$ cat src/rtl/midi_msg_ctrl.sv
// ---------------------------------------------------------------------------
// midi_msg_ctrl
//
// Turns the byte stream from the MIDI serial receiver into complete Note On /
// Note Off events. It tracks status bytes and running status, and filters on
// a listen channel. It assembles the two data bytes of a note message and
// offers the result on a valid/ready event port. A held-note register feeds
// the board LEDs.
//
// Optional feature macro: MIDI_RUNNING_STATUS_EN
//   defined   : channel status bytes are kept as running status, so data bytes
//               arriving in IDLE start a new message of the same type.
//   undefined : running status is never stored and data bytes in IDLE are
//               dropped, so every message needs its own status byte.
//
// Parameters:
//   CNT_W          timeout counter width
//   TIMEOUT_CYCLES idle cycles allowed between bytes of one message
//
// Ports:
//   clk          system clock
//   rst_n        synchronous active-low reset
//   rx_data      received byte, qualified by rx_valid
//   rx_valid     one-cycle strobe per received byte
//   channel      listen channel, sampled when a status byte arrives
//   evt_ready    consumer accepts the pending event
//   evt_valid    event pending
//   evt_note_on  1 = Note On, 0 = Note Off (velocity 0 Note On reads as Off)
//   evt_note     note number
//   evt_vel      velocity
//   note_held    a note is currently sounding
//   active_note  note number of the last Note On
//   err_overflow sticky flag: a completed event was dropped
// ---------------------------------------------------------------------------
module midi_msg_ctrl #(
  parameter int unsigned       CNT_W          = 16,
  parameter logic [CNT_W-1:0]  TIMEOUT_CYCLES = 16'd25000
) (
  input  logic       clk,
  input  logic       rst_n,
  input  logic [7:0] rx_data,
  input  logic       rx_valid,
  input  logic [3:0] channel,
  input  logic       evt_ready,
  output logic       evt_valid,
  output logic       evt_note_on,
  output logic [6:0] evt_note,
  output logic [6:0] evt_vel,
  output logic       note_held,
  output logic [6:0] active_note,
  output logic       err_overflow
);

  typedef enum logic [1:0] {
    ST_IDLE    = 2'd0,
    ST_WAIT_D1 = 2'd1,
    ST_WAIT_D2 = 2'd2,
    ST_SKIP    = 2'd3
  } state_t;

  localparam logic [CNT_W-1:0] CNT_ONE_C  = {{(CNT_W-1){1'b0}}, 1'b1};
  localparam logic [CNT_W-1:0] CNT_ZERO_C = {CNT_W{1'b0}};
  // Last counter value before a partial message is abandoned.
  localparam logic [CNT_W-1:0] TO_LAST_C  = TIMEOUT_CYCLES - CNT_ONE_C;

  // Number of data bytes carried by a channel message of the given type.
  function automatic logic [1:0] data_len(input logic [3:0] kind);
    logic [1:0] len;
    if ((kind == 4'hC) || (kind == 4'hD)) begin
      len = 2'd1;
    end else begin
      len = 2'd2;
    end
    return len;
  endfunction

  // True for a Note On / Note Off status addressed to the listen channel.
  function automatic logic note_for_ch(input logic [7:0] status,
                                       input logic [3:0] ch);
    return (status[7:5] == 3'b100) && (status[3:0] == ch);
  endfunction

  // ---------------------------------------------------------------------
  // Registered parser state
  // ---------------------------------------------------------------------
  state_t           state_r, state_s;
  logic [CNT_W-1:0] cnt_r, cnt_s;
  logic [1:0]       skip_r, skip_s;
  logic             rs_valid_r, rs_valid_s;  // running status present
  logic [3:0]       rs_kind_r, rs_kind_s;    // running status message type
  logic             rs_match_r, rs_match_s;  // running status is our note msg
  logic             msg_on_r, msg_on_s;      // current message is type 0x9
  logic [6:0]       note_r, note_s;          // latched first data byte

  // Completion of a listened-to note message this cycle
  logic             cmpl_s;
  logic             cmpl_on_s;
  logic [6:0]       cmpl_note_s;
  logic [6:0]       cmpl_vel_s;

  // Byte classification
  logic             is_rt_s, is_sys_s, is_stat_s, is_data_s;
  logic             stat_match_s;

  // Classify the incoming byte.
  always_comb begin
    is_rt_s      = rx_valid && (rx_data[7:3] == 5'b11111);
    is_sys_s     = rx_valid && (rx_data[7:3] == 5'b11110);
    is_stat_s    = rx_valid && rx_data[7] && (rx_data[7:4] != 4'hF);
    is_data_s    = rx_valid && !rx_data[7];
    stat_match_s = note_for_ch(rx_data, channel);
  end

  // Next-state logic: status handling, data assembly, skipping and timeout.
  always_comb begin
    state_s     = state_r;
    cnt_s       = cnt_r;
    skip_s      = skip_r;
    rs_valid_s  = rs_valid_r;
    rs_kind_s   = rs_kind_r;
    rs_match_s  = rs_match_r;
    msg_on_s    = msg_on_r;
    note_s      = note_r;
    cmpl_s      = 1'b0;
    cmpl_note_s = note_r;
    cmpl_vel_s  = rx_data[6:0];
    cmpl_on_s   = msg_on_r && (rx_data[6:0] != 7'd0);

    if (is_stat_s) begin
      // A status byte always restarts parsing; any partial message is lost.
      cnt_s      = CNT_ZERO_C;
      rs_kind_s  = rx_data[7:4];
      rs_match_s = stat_match_s;
      msg_on_s   = (rx_data[7:4] == 4'h9);
`ifdef MIDI_RUNNING_STATUS_EN
      rs_valid_s = 1'b1;
`else
      rs_valid_s = 1'b0;
`endif
      if (stat_match_s) begin
        state_s = ST_WAIT_D1;
        skip_s  = 2'd0;
      end else begin
        state_s = ST_SKIP;
        skip_s  = data_len(rx_data[7:4]);
      end
    end else if (is_sys_s) begin
      cnt_s      = CNT_ZERO_C;
      rs_valid_s = 1'b0;
      state_s    = ST_IDLE;
      skip_s     = 2'd0;
    end else if (is_data_s) begin
      cnt_s = CNT_ZERO_C;
      case (state_r)
        ST_IDLE: begin
          // Running status: this byte is the first data byte of a new message.
          if (rs_valid_r) begin
            if (rs_match_r) begin
              note_s  = rx_data[6:0];
              state_s = ST_WAIT_D2;
            end else if (data_len(rs_kind_r) == 2'd1) begin
              state_s = ST_IDLE;
            end else begin
              state_s = ST_SKIP;
              skip_s  = 2'd1;
            end
          end else begin
            state_s = ST_IDLE;
          end
        end
        ST_WAIT_D1: begin
          note_s  = rx_data[6:0];
          state_s = ST_WAIT_D2;
        end
        ST_WAIT_D2: begin
          cmpl_s  = 1'b1;
          state_s = ST_IDLE;
        end
        ST_SKIP: begin
          if (skip_r <= 2'd1) begin
            skip_s  = 2'd0;
            state_s = ST_IDLE;
          end else begin
            skip_s  = skip_r - 2'd1;
          end
        end
        default: begin
          state_s = ST_IDLE;
        end
      endcase
    end else if ((state_r != ST_IDLE) && !is_rt_s) begin
      // No byte this cycle while a message is open: run the timeout.
      if (cnt_r >= TO_LAST_C) begin
        cnt_s   = CNT_ZERO_C;
        state_s = ST_IDLE;
        skip_s  = 2'd0;
      end else begin
        cnt_s   = cnt_r + CNT_ONE_C;
      end
    end else begin
      // Realtime byte or IDLE with nothing received: hold everything.
      cnt_s = cnt_r;
    end
  end

  // Parser state registers.
  always_ff @(posedge clk) begin
    if (!rst_n) begin
      state_r    <= ST_IDLE;
      cnt_r      <= CNT_ZERO_C;
      skip_r     <= 2'd0;
      rs_valid_r <= 1'b0;
      rs_kind_r  <= 4'd0;
      rs_match_r <= 1'b0;
      msg_on_r   <= 1'b0;
      note_r     <= 7'd0;
    end else begin
      state_r    <= state_s;
      cnt_r      <= cnt_s;
      skip_r     <= skip_s;
      rs_valid_r <= rs_valid_s;
      rs_kind_r  <= rs_kind_s;
      rs_match_r <= rs_match_s;
      msg_on_r   <= msg_on_s;
      note_r     <= note_s;
    end
  end

  // Event port, overflow flag and held-note register.
  always_ff @(posedge clk) begin
    if (!rst_n) begin
      evt_valid    <= 1'b0;
      evt_note_on  <= 1'b0;
      evt_note     <= 7'd0;
      evt_vel      <= 7'd0;
      note_held    <= 1'b0;
      active_note  <= 7'd0;
      err_overflow <= 1'b0;
    end else begin
      if (cmpl_s) begin
        // A new event may replace one that is being accepted this cycle.
        if (!evt_valid || evt_ready) begin
          evt_valid   <= 1'b1;
          evt_note_on <= cmpl_on_s;
          evt_note    <= cmpl_note_s;
          evt_vel     <= cmpl_vel_s;
        end else begin
          err_overflow <= 1'b1;
        end
        // The held note tracks every completed message, delivered or not.
        if (cmpl_on_s) begin
          active_note <= cmpl_note_s;
          note_held   <= 1'b1;
        end else if (cmpl_note_s == active_note) begin
          note_held   <= 1'b0;
        end else begin
          note_held   <= note_held;
        end
      end else if (evt_ready) begin
        evt_valid <= 1'b0;
      end else begin
        evt_valid <= evt_valid;
      end
    end
  end

endmodule

$ cat config.mk
export PLATFORM = sky130hd
export DESIGN_NAME = midi_msg_ctrl
export DESIGN_NICKNAME = d
export VERILOG_FILES = /design/src/rtl/midi_msg_ctrl.sv
export SDC_FILE = /design/constraint.sdc
export NUM_CORES = 1
export LEC_CHECK = 0
export BUFFER_PORTS_ARGS = -buffer_cell sky130_fd_sc_hd__buf_2
export CAP_MARGIN = 5
export CORE_ASPECT_RATIO = 0.5
export CORE_MARGIN = 8
export CORE_UTILIZATION = 54
export CTS_BUF_LIST = sky130_fd_sc_hd__clkbuf_4 sky130_fd_sc_hd__clkbuf_8 sky130_fd_sc_hd__clkbuf_16
export DETAILED_ROUTE_END_ITERATION = 10
export HOLD_SLACK_MARGIN = 0.1
export PLACE_DENSITY = 0.82
export SLEW_MARGIN = 10
export SYNTH_ARGS = -nofsm -noshare
export SYNTH_HDL_FRONTEND = slang
export SYNTH_SLANG_ARGS = --single-unit
$ cat constraint.sdc
create_clock -name clk -period 2.2 [get_ports clk]
set_input_delay 0.11 -clock clk [delete_from_list [all_inputs] [get_ports clk]]
set_output_delay 0.11 -clock clk [all_outputs]
set_load 0.01 [all_outputs]
[Word-level counts from Yosys, hierarchy flattened]
Index checks and enable logic that the tools add are counted.
Word-level totals
  bits of input ports: 16
  bits in registers: 54
  logic and storage cells: 98
Cells by class
  $lt $le $gt $ge: 2
  $add $sub $neg: 2
  bitwise gates (word level): 5
  reduce and logical (&&, ||, !) cells: 31
  multiplexer cells: 26
  eq/ne operators: 19
Operators by type and width (number)
  two-way mux 2 bit: 14
  adder 16 x 1 -> 16 bit, second input constant: 1
  greater-or-equal comparator 16 x 15 -> 1 bit, second input constant: 1
  two-way mux 16 bit: 1
  != test 5 bit, second input constant: 3
  == test 4 bit, second input constant: 3
  AND reduction 6 bit: 2
  == test 5 bit, second input constant: 2
  AND reduction 2 bit: 5
  two-way mux 1 bit: 9
  logical AND 1 bit: 8
  != test 4 bit, second input constant: 2
  nonzero test 2 bit: 4
  nonzero test 4 bit: 2
  == test 7 bit: 1
  two-way mux 7 bit: 1
  nonzero test 7 bit: 1
  one-hot mux 2 bit (3 select lines): 1
  != test 5 x 3 -> 1 bit, second input constant: 1
  inverter 1 bit: 5
  == test 2 bit, second input constant: 2
  == test 4 bit: 1
  OR reduction 4 bit: 1
  == test 3 bit, second input constant: 1
  10 further kinds: 13

[Depth between registers and ports, before layout]
  word-level depth: 8
  gate-level depth with buffers: 7

[Worst setup path after synthesis]
No wires, ideal clock.
  path kind: register -> register
  start: register cnt_r[0]
  end: register cnt_r[8]
  path buffers: 1
  path slack: 0.476 ns
  clock period less this slack: 1.724 ns
  data required time: 2.085 ns
  cell stages (with the launch flop): 8
  setup time: 0.115 ns
  data arrival time: 1.609 ns
  cells stage by stage: dfxtp_1 -> ha_1 -> a2111oi_2 -> o311ai_1 -> nand2_1 -> o211ai_2 -> buf_6 -> nor2_1
Between the ends
  cells in the longest elaborated chain, start to end: 2
RTL lines
  from (decl): RTL line 87  | logic [CNT_W-1:0] cnt_r, cnt_s;
  from (signal assigned): RTL line 219  | cnt_r <= cnt_s;
  adder 16 x 1 -> 16 bit / greater-or-equal comparator 16 x 15 -> 1 bit (equally long branches): RTL line 198, 193
  two-way mux 16 bit (*): RTL line 193  | if (cnt_r >= TO_LAST_C) begin
Every way passes the cells marked *; elsewhere a longest branch is shown, timed or not.
A chain may end at the register's enable or synchronous reset.

[Worst setup path after layout]
  start: register cnt_r[0]
  end: register state_r[0]
Between the ends
  cells in the longest elaborated chain, start to end: 3
RTL lines
  greater-or-equal comparator 16 x 15 -> 1 bit: RTL line 193
  nonzero test 4 bit (no line)
  AND reduction 3 bit (no line)
  to (signal assigned): RTL line 218  | state_r <= state_s;
  to (decl): RTL line 86  | state_t state_r, state_s;
Every way passes these cells.

==> key figures <==
Synthesis
  – Yosys warnings: 0
  – Synth Area in Simple Gates: 25.53%
  – Mapped Nets: 278
  – Synth cell types: 46
  – Post-synthesis compound-gate area fraction: between 8 and 9%
  – Mean post-synth cell area: 9.559 µm²
  – Ys async rst share: 0%
  – Post-synth EDFFs: 0
  – Post-Synth Adder-Cell Area: 0.5015%
  – Post-synthesis mux area share: 11.23%
  – Cells after Synth: about 260
  – Top cells by area, synth: dfxtp_1, mux2i_1, nor2b_1
  – Xor/xnor share of the synthesized area: 8.425%
  – Post-synth top area cell: dfxtp_1
  – Register area share after synthesis: 42.53%
  – Post-Syn Area: 0.002495 mm²
  – Synthesized flop and latch total: 53
  – Post-synth top area share: 42.53%
  – Largest family of logic cells by synthesized area: simple AND/OR/NAND/NOR gates
  – Main synth FF type: dfxtp_1

Die
  – Die H: 64.07 µm
  – I/O pin total: 41
  – Die Wd: 112.1 µm
  – Die Area: 0.007183 mm²
  – Initial Utilization: 56.39%
  – Rows: 17
  – Core Area: roughly 0.0044 mm²

STA
  – Max Clock Skew: 0.006467 ns
  – Tcrit/Tclk final: around 92%
  – RSZ-0062 raised after global routing: no
  – Slew @ Worst Pin: 0.5742 ns
  – Final worst slack: roughly 0.17 ns
  – Minimum clock period after layout: ~2.0 ns
  – Slew Viols, Final: 0
  – Final setup viols: 0
  – Max transition margin: between 60% and 70%
  – Final TNS setup: 0 ns
  – Final hold slack: 0.1325 ns
  – Fin. Hold Viols: 0
  – Fmax achieved: between 400 and 500 MHz

Clock tree
  – CTS Sinks: 53
  – Clock Tree Root: clkbuf_8
  – H-Tree Depth: 2
  – Clock Latency Late Sink: 0.31 ns
  – Clock Tree Buf Depth: 2
  – CTS tree: done
  – Hold buffers post-CTS: 0
  – Clock-pin slew on the worst setup and hold paths: 0.09 ns
  – CTS Buf Count: 5

Worst setup path
  – Worst path cell trace: ha_1, a2111oi_2, o311ai_1, nand2_1, o211ai_4, o21ai_0
  – CP required: 2.38 ns
  – Critical path launch point type: flop
  – Crit-path max FO: 18
  – Worst Path Buf+Inv: 0
  – Reg2reg start: cnt_r[0]$_SDFFE_PP0P_
  – CP arrival: 2.22 ns
  – CP Class: flop to flop
  – RR Endpoint: state_r[0]$_SDFFE_PN0P_
  – Reg2Reg Setup Slack: 0.17 ns
  – R2R cell count: 6
  – Critical path's largest stage delay: 0.46 ns
  – Critical Path End Type: flop
  – CP top delay family: compound AO/OA/AOI/OAI gates
  – Slowest CP cell: o211ai_4

Layout
  – Nets: 317
  – Layout cells sized above 1: 21.33%
  – Diodes inserted: 0
  – Multi-input logic area: 0.001364 mm²
  – Register area: 0.001061 mm²
  – Fillers: approximately 360
  – Layout area overhead: 13.19%

Place
  – Pre-CTS setup slack: roughly 0.083 ns
  – Final GP Congestion: 0.7879
  – Post-detail-place hpwl: 3771 µm
  – Port bufs: 40

Power and ir drop
  – Peak supply drop: roughly 0.0003 V
  – Total power: 0.001670 W
  – Leak: about 1.2 nW
  – Power per cell area: 591.4 mW/mm²

Worst hold path
  – Hold path start: rx_data[0]
  – Worst min-delay path class: input port to flop
  – Worst Hold End: cmpl_note_s[0]$_SDFFE_PN0P_
  – Hold Path Depth: 3

Global routing
  – First-pass GRT wire length: 8963 µm
  – Number of global-route vias before repair: between 1,500 and 2,000
  – Initial antenna violation count: 0
  – Overflow after GRT: 0
  – Largest net degree at the start of global routing: 41
  – GRT Util Overall: 14.79%

Route
  – Vias per inst: 5.479
  – Wirelength per Cell: roughly 14 µm
  – Detailed Route Iter0 Violations: 97
  – DRT Pass-1 Iters: 4
  – Routed WL: 5151 µm
  – Vias: approximately 2,000
  – Post-route ant nets: 0
  – Residual DRC: 0

Outcome
  – Status: complete, no violations

Job
  – Max-cap viol count: 0
worst reg2reg max path, stage by stage, from the launching register on:
cell	delay [ns]
dfxtp_1	0.41
ha_1	0.28
a2111oi_2	0.11
o311ai_1	0.37
nand2_1	0.16
o211ai_4	0.46
o21ai_0	0.14
worst max-delay path by stage:
stage | startpoint | endpoint | slack [ns] | depth (start not counted)
after floorplan | cnt_r[0]$_SDFFE_PP0P_ | cnt_r[8]$_SDFFE_PP0P_ | 0.48 | 7
after global placement | cnt_r[0]$_SDFFE_PP0P_ | state_r[0]$_SDFFE_PN0P_ | 0.19 | 6
after detailed placement | cnt_r[0]$_SDFFE_PP0P_ | state_r[0]$_SDFFE_PN0P_ | 0.08 | 6
after CTS | cnt_r[0]$_SDFFE_PP0P_ | state_r[0]$_SDFFE_PN0P_ | 0.06 | 6
after global routing | cnt_r[0]$_SDFFE_PP0P_ | state_r[0]$_SDFFE_PN0P_ | 0.03 | 6
final | cnt_r[0]$_SDFFE_PP0P_ | state_r[0]$_SDFFE_PN0P_ | 0.17 | 6
logic make-up (layout without fill, tap and decap cells):
| family | after synthesis | in the layout |
|---|---|---|
| AND/OR/NAND/NOR | 111 | 111 |
| buffers and inverters | 16 | 55 |
| multiplexers | 28 | 28 |
| AO/OA/AOI/OAI | 28 | 28 |
| adder cells (fa/ha/maj) | 1 | 1 |
| flip-flops | 53 | 53 |
| XOR/XNOR | 24 | 24 |
metrics by stage:
stage	area [µm²]	cells	utilization [%]
2_1_floorplan	2495	261	-
3_3_place_gp	2725	350	61.60
3_5_place_dp	2725	350	61.60
4_1_cts	2815	357	63.63
5_1_grt	2824	357	63.83
6_report	2824	357	63.83
synth_stat cells, drive strengths merged, types with 2 or more instances:
cell	count
o21ai	5
o31ai	2
buf	6
nor2b	32
o211ai	2
xor2	11
inv	6
clkbuf	4
a31oi	3
mux2i	28
nand3	10
a21oi	5
nand4	5
nor2	24
nand2	17
nor3	9
a21boi	2
a2111oi	3
nor4	6
dfxtp	53
xnor2	13
sequential cells by signal (all words and copies together), names as in the netlist:
register / count
state_r: 2
cnt_r: 16
skip_r: 2
note_held: 1
evt_note: 7
msg_on_r: 1
err_overflow: 1
cmpl_note_s: 7
evt_valid: 1
active_note: 7
evt_vel: 7
evt_note_on: 1
routing by layer:
metal  up-vias  routed length (µm)  GRT usage (%)  part of all wire [%]
li1        986                   -              -                     -
met1       932                2390          17.71                    46
met2        30                2548          25.99                    49
met3         8                 129          2.809                   2.5
met4         0                  83          5.990                   1.6
met5         -                   0              0                     0
final cells by class:
class	instances	share of cell area, %
clock buffer	7	3.190
inverter	6	0.7975
multi-input combinational	192	48.29
sequential	53	37.57
tap	57	2.525
timing repair buffer	42	7.621
cells in the final DEF (no fill, tap or decap), types with 2 or more instances in the layout:
cell	Yosys	routed
nand2_1	17	17
nand3_1	9	9
a31oi_1	2	2
buf_2	3	40
nor4_2	3	3
nor4_1	2	2
nor2_2	2	2
xnor2_1	13	13
o31ai_1	2	2
a21oi_1	5	5
nor3_1	8	8
dfxtp_1	53	53
nand4_1	5	5
mux2i_1	28	28
a2111oi_2	2	2
inv_1	6	6
clkbuf_8	0	6
nor2b_1	32	32
o21ai_0	5	5
a21boi_0	2	2
xor2_1	11	11
buf_4	2	2
nor2_1	22	22
where the power goes:
group	leakage (nW)	switching (W)	internal (W)
clock network	0.0477	0.000299	0.000263
logic	0.710	0.0000765	0.0000535
registers	0.428	0.0000108	0.000968
total	1.19	0.000386	0.00128
timing repair:
item | CTS | global route
setup buffers | 0 | 0
resized for setup | 0 | 1
setup endpoints to repair | 0 | 18
Note: power is estimated with default switching activity, not from simulation.
